--- config.mk ---
export PLATFORM = sky130hd
export DESIGN_NAME = pwm_capture
export DESIGN_NICKNAME = d
export VERILOG_FILES = /design/src/rtl/pwm_capture.sv
export SDC_FILE = /design/constraint.sdc
export NUM_CORES = 1
export LEC_CHECK = 0
export ABC_AREA = 1
export CAP_MARGIN = 20
export CORE_UTILIZATION = 40
export CTS_CLUSTER_DIAMETER = 150
export DETAILED_ROUTE_END_ITERATION = 7
export GPL_TIMING_DRIVEN = 0
export HOLD_SLACK_MARGIN = 0.12
export PLACE_DENSITY = 0.62
export SETUP_SLACK_MARGIN = 0.2
export SLEW_MARGIN = 30
export SYNTH_ARGS = -nofsm -noshare
export SYNTH_HDL_FRONTEND = slang
export SYNTH_SLANG_ARGS = --single-unit
--- constraint.sdc ---
create_clock -name clk -period 4.5 [get_ports clk]
set_input_delay 0.9 -clock clk [delete_from_list [all_inputs] [get_ports clk]]
set_output_delay 0.9 -clock clk [all_outputs]
set_load 0.01 [all_outputs]
--- src/rtl/pwm_capture.sv ---
// pwm_capture: measures high time and period of an asynchronous PWM input, one valid strobe per period.
// Define PWM_CAP_DEGLITCH_EN to insert a FILT_LEN-cycle stability filter ahead of the edge detector.
module pwm_capture #(
  parameter int CNT_W = 16,
  parameter int unsigned TIMEOUT = 16'hFFFF,
  parameter int FILT_LEN = 4
) (
  input  logic             clk,
  input  logic             reset,
  input  logic             pwm_in,
  output logic [CNT_W-1:0] high_cycles,
  output logic [CNT_W-1:0] period_cycles,
  output logic             valid,
  output logic             timeout,
  output logic             stuck_level,
  output logic             locked
);
`ifdef PWM_CAP_DEGLITCH_EN
  localparam bit FILT = 1'b1;
`else
  localparam bit FILT = 1'b0;
`endif
  localparam logic [CNT_W-1:0] TO = CNT_W'(TIMEOUT);
  localparam logic [CNT_W-1:0] ONE = CNT_W'(1);
  typedef enum logic [1:0] {IDLE, HIGH, LOW} state_t;
  state_t state;
  logic meta, s, s_d, filt, f, rise, fall;
  logic [3:0] run;
  logic [CNT_W-1:0] period_cnt, high_cnt;
  always_ff @(posedge clk)
    if (reset) {meta, s, s_d} <= '0;
    else {meta, s, s_d} <= {pwm_in, meta, f};
  // filtered level follows s only after FILT_LEN consecutive disagreeing samples
  always_ff @(posedge clk)
    if (reset || !FILT || s == filt) begin
      filt <= reset || !FILT ? 1'b0 : filt;
      run <= '0;
    end else if (run == 4'(FILT_LEN - 1)) begin
      filt <= s;
      run <= '0;
    end else
      run <= run + 4'd1;
  assign f = FILT ? filt : s;
  assign rise = f & ~s_d;
  assign fall = ~f & s_d;
  always_ff @(posedge clk)
    if (reset) begin
      state <= IDLE;
      period_cnt <= '0;
      high_cnt <= '0;
      high_cycles <= '0;
      period_cycles <= '0;
      valid <= 1'b0;
      timeout <= 1'b0;
      stuck_level <= 1'b0;
      locked <= 1'b0;
    end else begin
      valid <= 1'b0;
      timeout <= 1'b0;
      if (rise) begin
        if (state == LOW) begin
          high_cycles <= high_cnt;
          period_cycles <= period_cnt;
          valid <= 1'b1;
          locked <= 1'b1;
        end
        state <= HIGH;
        period_cnt <= ONE;
        high_cnt <= ONE;
      end else if (state != IDLE && period_cnt == TO) begin
        timeout <= 1'b1;
        stuck_level <= s;
        locked <= 1'b0;
        state <= IDLE;
      end else if (state == HIGH) begin
        period_cnt <= period_cnt + ONE;
        if (fall) state <= LOW;
        else high_cnt <= high_cnt + ONE;
      end else if (state == LOW)
        period_cnt <= period_cnt + ONE;
    end
endmodule

# After elaboration in Yosys (flattened, before gate mapping)

Index checks and enable logic that the tools add are counted.
W data, S select, Z words.

Eq/ne operators: 6
$add $sub $neg: 2
Muxes and demuxes: 17
Reduce and logical (&&, ||, !) cells: 20
Bitwise logic cells: 7

Operator list:

| kind                    | number |
|---|---|
| $add A16 B1 Y16 const B | 2 |
| $mux W16                | 2 |
| $eq A16 B16 Y1 const B  | 1 |
| $mux W1                 | 15 |
| $reduce_and A2 Y1       | 7 |
| $reduce_bool A3 Y1      | 3 |
| $reduce_bool A2 Y1      | 4 |
| $reduce_and A3 Y1       | 2 |
| $not A1 Y1              | 5 |
| $ne A2 B2 Y1 const B    | 2 |
| $reduce_or A2 Y1        | 2 |
| $reduce_or A3 Y1        | 1 |
| $and A1 B1 Y1           | 2 |
| $eq A2 B1 Y1 const B    | 1 |
| $eq A2 B2 Y1 const B    | 1 |
| $ne A2 B1 Y1 const B    | 1 |
| $logic_and A1 B1 Y1     | 1 |

Output and inout port bits: 36
Register bits after elaboration: 73
Input bits: 3

# Longest topological paths before layout

Depth after elaboration: 6
Gate-level depth with buffers: 10
Depth with buffers taken out: 9

# Worst setup path before layout

No wires, ideal clock.

Kind: reg2reg
Start: register period_cnt[0]
End: register high_cnt[4]
Data required time: 4367 ps
Stages on the path, launching flop included: 10
Setup slack: 2904 ps
Arrival: 1463 ps
Setup time: 133 ps
Cells stage by stage: dfxtp_1 ha_1 nand2_2 nor2_4 nand2_4 nor2_4 nor2_4 buf_6 nand2_1 a21oi_2

Cells in the longest elaborated chain, start to end: 4

Ends and longest elaborated chain:

| what                        | RTL line | source |
|---|---|---|
| start, declared             | 29       | `logic [CNT_W-1:0] period_cnt, high_cnt;` |
| start signal, assigned      | 76       | `period_cnt <= period_cnt + ONE;` |
| start signal, assigned      | 80       | `period_cnt <= period_cnt + ONE;` |
| $eq A16 B16 Y1              | 70       | `end else if (state != IDLE && period_cnt == TO) begin` |
| $logic_and A1 B1 Y1         | 70       |  |
| $not A1 Y1 (no line)        | -        |  |
| $reduce_and A3 Y1 (no line) | -        |  |
| end signal, assigned        | 78       | `else high_cnt <= high_cnt + ONE;` |
| end, declared               | 29       |  |

No other way between the ends.
A chain may end at the register's enable or synchronous reset.

# Worst setup path in the final report

Start: input reset
End: register period_cnt[11]

Cells in the longest elaborated chain, start to end: 1

Ends and longest elaborated chain:

| what                       | RTL line | source |
|---|---|---|
| start, declared            | 9        | `input logic reset,` |
| $reduce_or A2 Y1 (no line) | -        |  |

No other way between the ends.

==> run metrics <==
post-synth cell types 25; postcts setup bufs 0; final hold viol count 0; pin count of the biggest net entering global routing 13; Worst-Margin Slew roughly 600 ps; antenna cells 0; Area growth, synth to finish 21.9%; DR WL met2 between 3000 and 4000 um; Worst setup EP type flip-flop; wl on met1 between 4000 and 5000 um; Synth Area in Compound Gates about 14%; Final setup violation count 0; htree depth 3; Avg Vias per Cell 4.95; core region area 8300 sq um; initial DRC count 150; # clock sinks 73; Mapped Nets ~490; status completed; synth warn 0; die height around 95 um; fin crit share around half; Period minus WS final 2250 ps; mux share of post-synthesis cell area 0%; max frequency 444 MHz; hold crit path type reg -> reg; Critical Path Fanout Max 10; Clk pin slew, worst setup/hold paths roughly 80 ps; filler instances 837; #FFs+latches synth 73; xor and xnor fraction of the mapped netlist area about 3.3%; Worst EP required ~4700 ps; Commonest cells post-synth nand2_1, dfxtp_1, nor2_1; Util after Layout about half; multi-input logic area approximately 1700 sq um; vias in the first global route 2,889; R2R Setup Slk between 2000 and 3000 ps; layout cells sized above 1 7.43%; die area approximately 9000 sq um; WL/cell 13.0 um; hold_ws 417 ps; Buf+Inv Stages, Crit Path 3; largest family of logic cells by synthesized area simple AND/OR/NAND/NOR gates; Starting Density ~42%; WS Path Type in -> reg; Detailed Routing Iterations Pass 1 4; Layout Skew between 10 and 15 ps; post-synthesis sequential area ratio around 42%; cts bufs inserted 9; Resize count post-CTS 0; initial antenna violation count 0; Clock Root Buffer clkbuf_8; Cell Area, Synth 3450 sq um; most frequent cell after synthesis nand2_1; Yosys top cell by area dfxtp_1; Crit path max-delay family buffers and inverters; CP peak stage delay approximately 600 ps; max-cap viol count 0; Arrival @ worst endpoint around 2500 ps; fin cells between 600 and 700; Max Slew Vio Count 0; Max Used Layer met4; Layout Nets between 500 and 600; Post-Syn Area per Cell between 7 and 8 sq um; HPWL after DPL between 6000 and 7000 um; CP max-delay cell clkdlybuf4s50_1; CTS tree yes; via count between 3k and 4k; worst-skew pair later-pin latency between 300 and 400 ps; global-route usage over all layers 20.4%; Max rail drop VDD 0.000174 V; Port Buffers 38; synth top area cells dfxtp_1, nand2_1, nor2_1; DRC 0; Row Count 33; DIE WIDTH 94.9 um; CP Launch Type input port; gr ovfl total 0; RePlAce Congestion ~0.9; final WL between 8000 and 9000 um; normalized max-slew margin a little under 60%; hold_buf cts 0; Post-DRT Antenna Nets 0; TNS Setup 0 ps; IO Pins 39; post-synthesis simple-gate area fraction between 30% and 40%; post-synth top area share ~42%; Syn Inst Count ~480; metal3 WL roughly 450 um; Post-synth top flop dfxtp_1; first-pass GRT wire length between 10,000 and 15,000 um; Post-Synth Adder-Cell Area about 2.5%; Post-synth EDFFs 0; RSZ-0062 raised after global routing false; placed cell count around 630; Pwr Density 316 nW/um^2; ys async rst share 0%; Leak Pwr about 1.5 nW; crit path cell chain clkdlybuf4s50_1 > nor2_1 > inv_2 > clkbuf_1 > a21oi_1; Register Area 1460 sq um; Longest Clk Path Bufs 2
## path summary, 6_finish.rpt
check | start | end | depth (start not counted)
max | reset | period_cnt[11] | 5
min | meta | f | 2
max reg2reg | period_cnt[0] | high_cnt[4] | 9
min reg2reg | meta | f | 2
## state kept, by name, summed over array words and instances, names as in the netlist
signal and flops:
f 1, high_cnt 16, high_cycles 16, locked 1
meta 1, period_cnt 16, period_cycles 16, s_d 1
state 2, stuck_level 1, timeout 1, valid 1
## logic make-up after synthesis
group                    count (synthesis)
AO/OA/AOI/OAI                           94
AND/OR/NAND/NOR                        240
buffers and inverters                   57
adder cells (fa/ha/maj)                  7
XOR/XNOR                                13
flip-flops                              73
## power breakdown
| group | internal, mW | switching [mW] |
|---|---|---|
| registers | 0.648 | 0.00349 |
| logic | 0.0121 | 0.0279 |
| clock network | 0.386 | 0.252 |
## layout make-up
cell class | count | share of cell area, %
repair buffers | 38 | 9.04
inverters | 40 | 3.57
plain buffers | 17 | 2.50
flip-flops and latches | 73 | 34.7
multi-input cells | 354 | 41.2
clock buffers | 12 | 3.45
clock inverters | 4 | 2.35
well taps | 105 | 3.12
## routing by layer
layer | vias up | track usage [%]
met1 | 1445 | 28.3
met5 | - | 0
met2 | 71 | 31.2
li1 | 1659 | -
met4 | 0 | 6.82
met3 | 8 | 4.51
## worst reg2reg max path, stage by stage (launching register included)
cell     delay, ps
dfxtp_1        490
ha_1           310
nand2_2        110
nor2_4         160
nand2_4         90
nor2_4         250
nor2_4         100
buf_6          160
nand2_1         80
a21oi_2         50
## per-stage QoR
step                power, mW  setup slack [ps]  instance area (sq um)
floorplan               0.693              2900                   3450
global placement        0.707              1840                   3960
detailed placement      0.708              1850                   3960
CTS                      1.34              2230                   4210
global route             1.38              2080                   4210
finish                   1.33              2250                   4210
## cells in the final DEF (no fill, tap or decap), drive strengths merged
cell,synthesis,routed
nor3,2,2
o21ai,39,39
clkbuf,10,22
clkdlybuf4s50,0,38
dfxtp,73,73
nand2,127,127
nand3,19,19
xor2,13,13
ha,7,7
bufinv,0,3
clkinv,1,1
nor2,80,80
a21oi,55,55
buf,7,7
nand4,12,12
inv,39,40
(Power assumes the default switching activity.)
